===== config.mk =====
export PLATFORM = sky130hd
export DESIGN_NAME = fpga_robots_game_ps2_rx
export DESIGN_NICKNAME = d
export VERILOG_FILES = /design/src/rtl/fpga_robots_game_ps2_rx.sv
export SDC_FILE = /design/constraint.sdc
export NUM_CORES = 1
export LEC_CHECK = 0
export BUFFER_PORTS_ARGS = -buffer_cell sky130_fd_sc_hd__buf_2
export CORE_MARGIN = 1.5
export CORE_UTILIZATION = 54
export DETAILED_ROUTE_END_ITERATION = 12
export PLACE_DENSITY_LB_ADDON = 0.15
export SYNTH_ARGS = -nofsm -noshare
export SYNTH_HDL_FRONTEND = slang
export SYNTH_SLANG_ARGS = --single-unit

===== constraint.sdc =====
create_clock -name clk -period 1.4 [get_ports clk]
set_input_delay 0.28 -clock clk [delete_from_list [all_inputs] [get_ports clk]]
set_output_delay 0.28 -clock clk [all_outputs]
set_load 0.005 [all_outputs]

===== src/rtl/fpga_robots_game_ps2_rx.sv =====
// PS/2 device-to-host receiver: synchronizes and de-glitches ps2_clk, then shifts in 11-bit frames.
// Optional macro FPGA_ROBOTS_PS2_PARITY_CHECK_EN rejects frames with bad odd parity.
module fpga_robots_game_ps2_rx #(
    parameter int unsigned FILTER_LEN = 8,
    parameter int unsigned TIMEOUT    = 100000
) (
    input  logic       clk,
    input  logic       rst,
    input  logic       ps2_clk,
    input  logic       ps2_dat,
    output logic [7:0] ps2_rx_dat,
    output logic       ps2_rx_stb,
    output logic       ps2_rx_err,
    output logic       dbg
);

    localparam int unsigned FW = $clog2(FILTER_LEN + 1);
    localparam int unsigned TW = $clog2(TIMEOUT + 1);

`ifdef FPGA_ROBOTS_PS2_PARITY_CHECK_EN
    localparam logic PAR_CHK = 1'b1;
`else
    localparam logic PAR_CHK = 1'b0;
`endif

    typedef enum logic [1:0] {IDLE, DATA, PARITY, STOP} state_t;

    logic [1:0]    rst_sync;
    logic          rst_i;
    logic          ck_meta, ck_sync, dt_meta, dt_sync;
    logic [FW-1:0] filt_cnt;
    logic          filt, filt_d;
    logic          fall_c;

    state_t        state, state_nxt;
    logic [2:0]    bit_cnt, bit_nxt;
    logic [7:0]    shreg, shreg_nxt;
    logic          par, par_nxt;
    logic [TW-1:0] tmo, tmo_nxt;
    logic [7:0]    dat_nxt;
    logic          stb_nxt, err_nxt;
    logic          par_ok_c;

    // Asynchronous assertion, clk-synchronous release.
    always_ff @(posedge clk or negedge rst) begin
        if (!rst) rst_sync <= 2'b00;
        else      rst_sync <= {rst_sync[0], 1'b1};
    end
    assign rst_i = rst_sync[1];

    always_ff @(posedge clk or negedge rst_i) begin
        if (!rst_i) begin
            ck_meta  <= 1'b1;
            ck_sync  <= 1'b1;
            dt_meta  <= 1'b1;
            dt_sync  <= 1'b1;
            filt_cnt <= '0;
            filt     <= 1'b1;
            filt_d   <= 1'b1;
        end else begin
            ck_meta <= ps2_clk;
            ck_sync <= ck_meta;
            dt_meta <= ps2_dat;
            dt_sync <= dt_meta;
            filt_d  <= filt;
            // Filtered clock follows only a level held for FILTER_LEN cycles.
            if (ck_sync == filt) begin
                filt_cnt <= '0;
            end else if (filt_cnt == FW'(FILTER_LEN - 1)) begin
                filt     <= ck_sync;
                filt_cnt <= '0;
            end else begin
                filt_cnt <= filt_cnt + FW'(1);
            end
        end
    end

    assign fall_c   = filt_d & ~filt;
    assign par_ok_c = ~PAR_CHK | (^{shreg, par});

    always_comb begin
        state_nxt = state;
        bit_nxt   = bit_cnt;
        shreg_nxt = shreg;
        par_nxt   = par;
        tmo_nxt   = tmo;
        dat_nxt   = ps2_rx_dat;
        stb_nxt   = 1'b0;
        err_nxt   = 1'b0;
        if (fall_c) begin
            tmo_nxt = '0;
            case (state)
                IDLE: begin
                    if (!dt_sync) begin
                        state_nxt = DATA;
                        bit_nxt   = 3'd0;
                        shreg_nxt = 8'd0;
                    end else begin
                        err_nxt = 1'b1;
                    end
                end
                DATA: begin
                    shreg_nxt[bit_cnt] = dt_sync;
                    if (bit_cnt == 3'd7) state_nxt = PARITY;
                    else                 bit_nxt   = bit_cnt + 3'd1;
                end
                PARITY: begin
                    par_nxt   = dt_sync;
                    state_nxt = STOP;
                end
                default: begin
                    if (dt_sync && par_ok_c) begin
                        dat_nxt = shreg;
                        stb_nxt = 1'b1;
                    end else begin
                        err_nxt = 1'b1;
                    end
                    state_nxt = IDLE;
                end
            endcase
        end else if (state != IDLE) begin
            // An edge in the same cycle wins over the timeout (handled above).
            if (tmo == TW'(TIMEOUT)) begin
                state_nxt = IDLE;
                err_nxt   = 1'b1;
                tmo_nxt   = '0;
            end else begin
                tmo_nxt = tmo + TW'(1);
            end
        end else begin
            tmo_nxt = '0;
        end
    end

    always_ff @(posedge clk or negedge rst_i) begin
        if (!rst_i) begin
            state      <= IDLE;
            bit_cnt    <= 3'd0;
            shreg      <= 8'd0;
            par        <= 1'b0;
            tmo        <= '0;
            ps2_rx_dat <= 8'd0;
            ps2_rx_stb <= 1'b0;
            ps2_rx_err <= 1'b0;
            dbg        <= 1'b0;
        end else begin
            state      <= state_nxt;
            bit_cnt    <= bit_nxt;
            shreg      <= shreg_nxt;
            par        <= par_nxt;
            tmo        <= tmo_nxt;
            ps2_rx_dat <= dat_nxt;
            ps2_rx_stb <= stb_nxt;
            ps2_rx_err <= err_nxt;
            dbg        <= (state_nxt != IDLE);
        end
    end

endmodule


==> metrics <==
Final Hold Violating Endpoints 0; Syn. warnings 0; final wirelength slightly above 5000 um; Multi-input gate area 1350 um^2; clk slew on worst S/H paths 90 ps; critical path class flop to flop; share of cells above drive strength 1 45.6%; prevailing post-synth register cell dfrtp_1; Antenna diodes 0; CTS buffer count 5; final setup vio count 34; fin area 3340 um^2; CP Capture Type flop; synthesized area per cell about 11 um^2; via count 1878; Post-Syn Nets between 200 and 250; wire length on met2 2530 um; Post-synth EDFFs 0; Storage cell area 1340 um^2; largest net degree at the start of global routing 42; violated checks setup timing; DRC errors left 0; routed wire length per instance 15.1 um; wire length on met3 124 um; H-tree level count 2; RSZ-0062 raised after global routing yes; RD Place Congestion just over 0.8; leakage power about 1.6 nW; num rows 24; mean number of vias per cell 5.57; Final Critical Period 1520 ps; initial antenna violation count 0; die height 70.7 um; Post-synth ARST share 100%; DR pass1 iterations 4; Hold/Removal Path Class primary input to flop; Final Max Slew Viols 0; GRT Overall Usage ~22%; Initial DRC Count a little over 80; status finished with violations; final net count 293; Seq cells post-synth 53; dpl ws -175 ps; post-route ant nets 0; Cells after Synth 225; GRT Residual Overflow 0; Root Buffer clkbuf_8; placed cell area 2950 um^2; FF-to-FF setup slack -120 ps; hold slack final between 50 and 60 ps; crit path DAT 1720 ps; setup ws final -124 ps; CTS Sinks 53; chip width 70.7 um; cell area after synthesis 2470 um^2; DIE AREA 5000 um^2; CTS tree built; Final period util 109%; Fillers 287; register area share after synthesis 53.9%; Core Footprint approximately 4400 um^2; WP data required 1600 ps; Clock Path Buffers 2; hpwl dp between 3000 and 4000 um; final core utilization 76.3%; # Max-Cap Violations 0; vias in the first global route 1803; first-pass GRT wire length between 8000 and 9000 um; highest routed metal layer met4; worst vdd ir approximately 0.8 mV; Layout Area Growth over Synthesis 35.1%; post-route insts no fill 337; DRT met1 WL 2350 um; Unique masters post-synth 43; # port buffers 14; Critical Path Start Type flop; starting density of the core a little under three fifths; top-level port count 15; Placed Instances approximately 320; worst skew pair latency 310 ps; Pwr per Cell Area about 1300 nW/um^2; FMAX 656 MHz; largest fanout on the critical path 9; Clock Skew 9.89 ps
[routing by layer]
metal / GRT usage [%] / vias to the layer above
li1: - / 915
met1: 30.5 / 931
met2: 35.8 / 24
met3: 5.13 / 8
met4: 6.29 / 0
met5: 0 / -
[repair_timing]
action / 4_1_cts / 5_1_grt
setup buffers: 1 / 2
pin swaps: 18 / 18
setup endpoints to repair: 40 / 41
hold buffers: 1 / 0
endpoints found under the hold margin: 2 / 0
gates resized for setup: 22 / 39
gates cloned: 2 / 0
[area by class of cell]
class	instances	area share, %
inverter	8	0.898
tap	52	1.95
clock inverter	2	1.12
timing repair buffer	58	13.4
clock buffer	6	2.47
sequential	53	39.9
multi-input combinational	158	40.2
[placed cells by master (no fill, tap or decap), types with 4 or more instances in the layout]
cell type	instances
dfrtp_1	46
mux2_4	8
nor2_2	8
buf_4	38
xnor2_1	12
ha_1	4
a22o_1	4
buf_2	14
nor2_1	18
inv_1	6
nand4_1	4
o21ai_2	9
o21ai_1	5
dfstp_2	6
a21oi_1	5
nor3_1	7
xor2_1	5
clkbuf_8	6
nand3_1	5
nand2_1	14
[final timing paths]
kind / startpoint / cells past startpoint / end
max in group asynchronous: rst_sync[1] / 1 / dt_sync
worst max register to register: tmo[2] / 5 / tmo[11]
worst max-delay path: tmo[2] / 5 / tmo[11]
worst min register to register: rst_sync[1] / 0 / tmo[12]
worst min-delay path: ps2_clk / 1 / ck_meta
min in group asynchronous: rst_sync[1] / 0 / tmo[12]
[report_power, final]
part	switching [mW]	internal, mW	total [mW]
logic	0.845	0.709	1.55
clock network	0.493	0.581	1.07
registers	0.139	1.72	1.86
[cell families after synthesis]
| family | after synthesis | share of synthesized area (%) |
|---|---|---|
| adders and majority gates | 5 | 2.53 |
| AOI/OAI and AO/OA | 36 | 9.66 |
| muxes | 9 | 4.10 |
| buffers and inverters | 16 | 2.88 |
| and+or+nand+nor | 88 | 20.8 |
| xor gates and xnor gates | 17 | 6.02 |
| DFF | 53 | 53.9 |
| other | 1 | 0.152 |
[flip-flops by register name, summed over array words and instances, names as in the netlist, 2 cells and up]
register / flops
bit_cnt: 3
filt_cnt: 4
ps2_rx_dat: 8
state: 2
tmo: 17
rst_sync: 2
shreg: 8
[through the flow]
stage / setup TNS, ps / total power [mW]
CTS: -1690 / 4.40
floorplan: -1120 / 2.66
detailed placement: -3660 / 3.12
global placement: -2640 / 3.09
global route: -4630 / 4.75
finish: -2060 / 4.49
[worst max-delay path, stage by stage (launching register included)]
cell and delay, ps:
dfrtp_1 420, buf_4 150, nand4_4 220, nor4_1 410, xnor2_1 160, nor2_1 50
[Yosys cell counts (all sizes together) (2+ instances only)]
master / count / share of area, %
nor4bb: 2 / 0.81
o211ai: 2 / 1.2
nand2b: 4 / 1.0
mux2: 9 / 4.1
a21oi: 5 / 1.0
nand4: 7 / 3.2
inv: 8 / 1.2
and2: 2 / 0.51
clkbuf: 5 / 0.81
nor3: 9 / 2.3
nand2: 17 / 2.6
nor2: 26 / 4.3
ha: 5 / 2.5
xnor2: 12 / 4.2
o21ai: 17 / 3.4
nand3: 6 / 1.2
nor2b: 4 / 1.0
a31oi: 2 / 0.51
dfrtp: 47 / 48
nor4: 6 / 1.5
dfstp: 6 / 6.4
a22o: 4 / 1.4
buf: 3 / 0.86
xor2: 5 / 1.8
No activity file was read; power rests on OpenSTA's default activity.
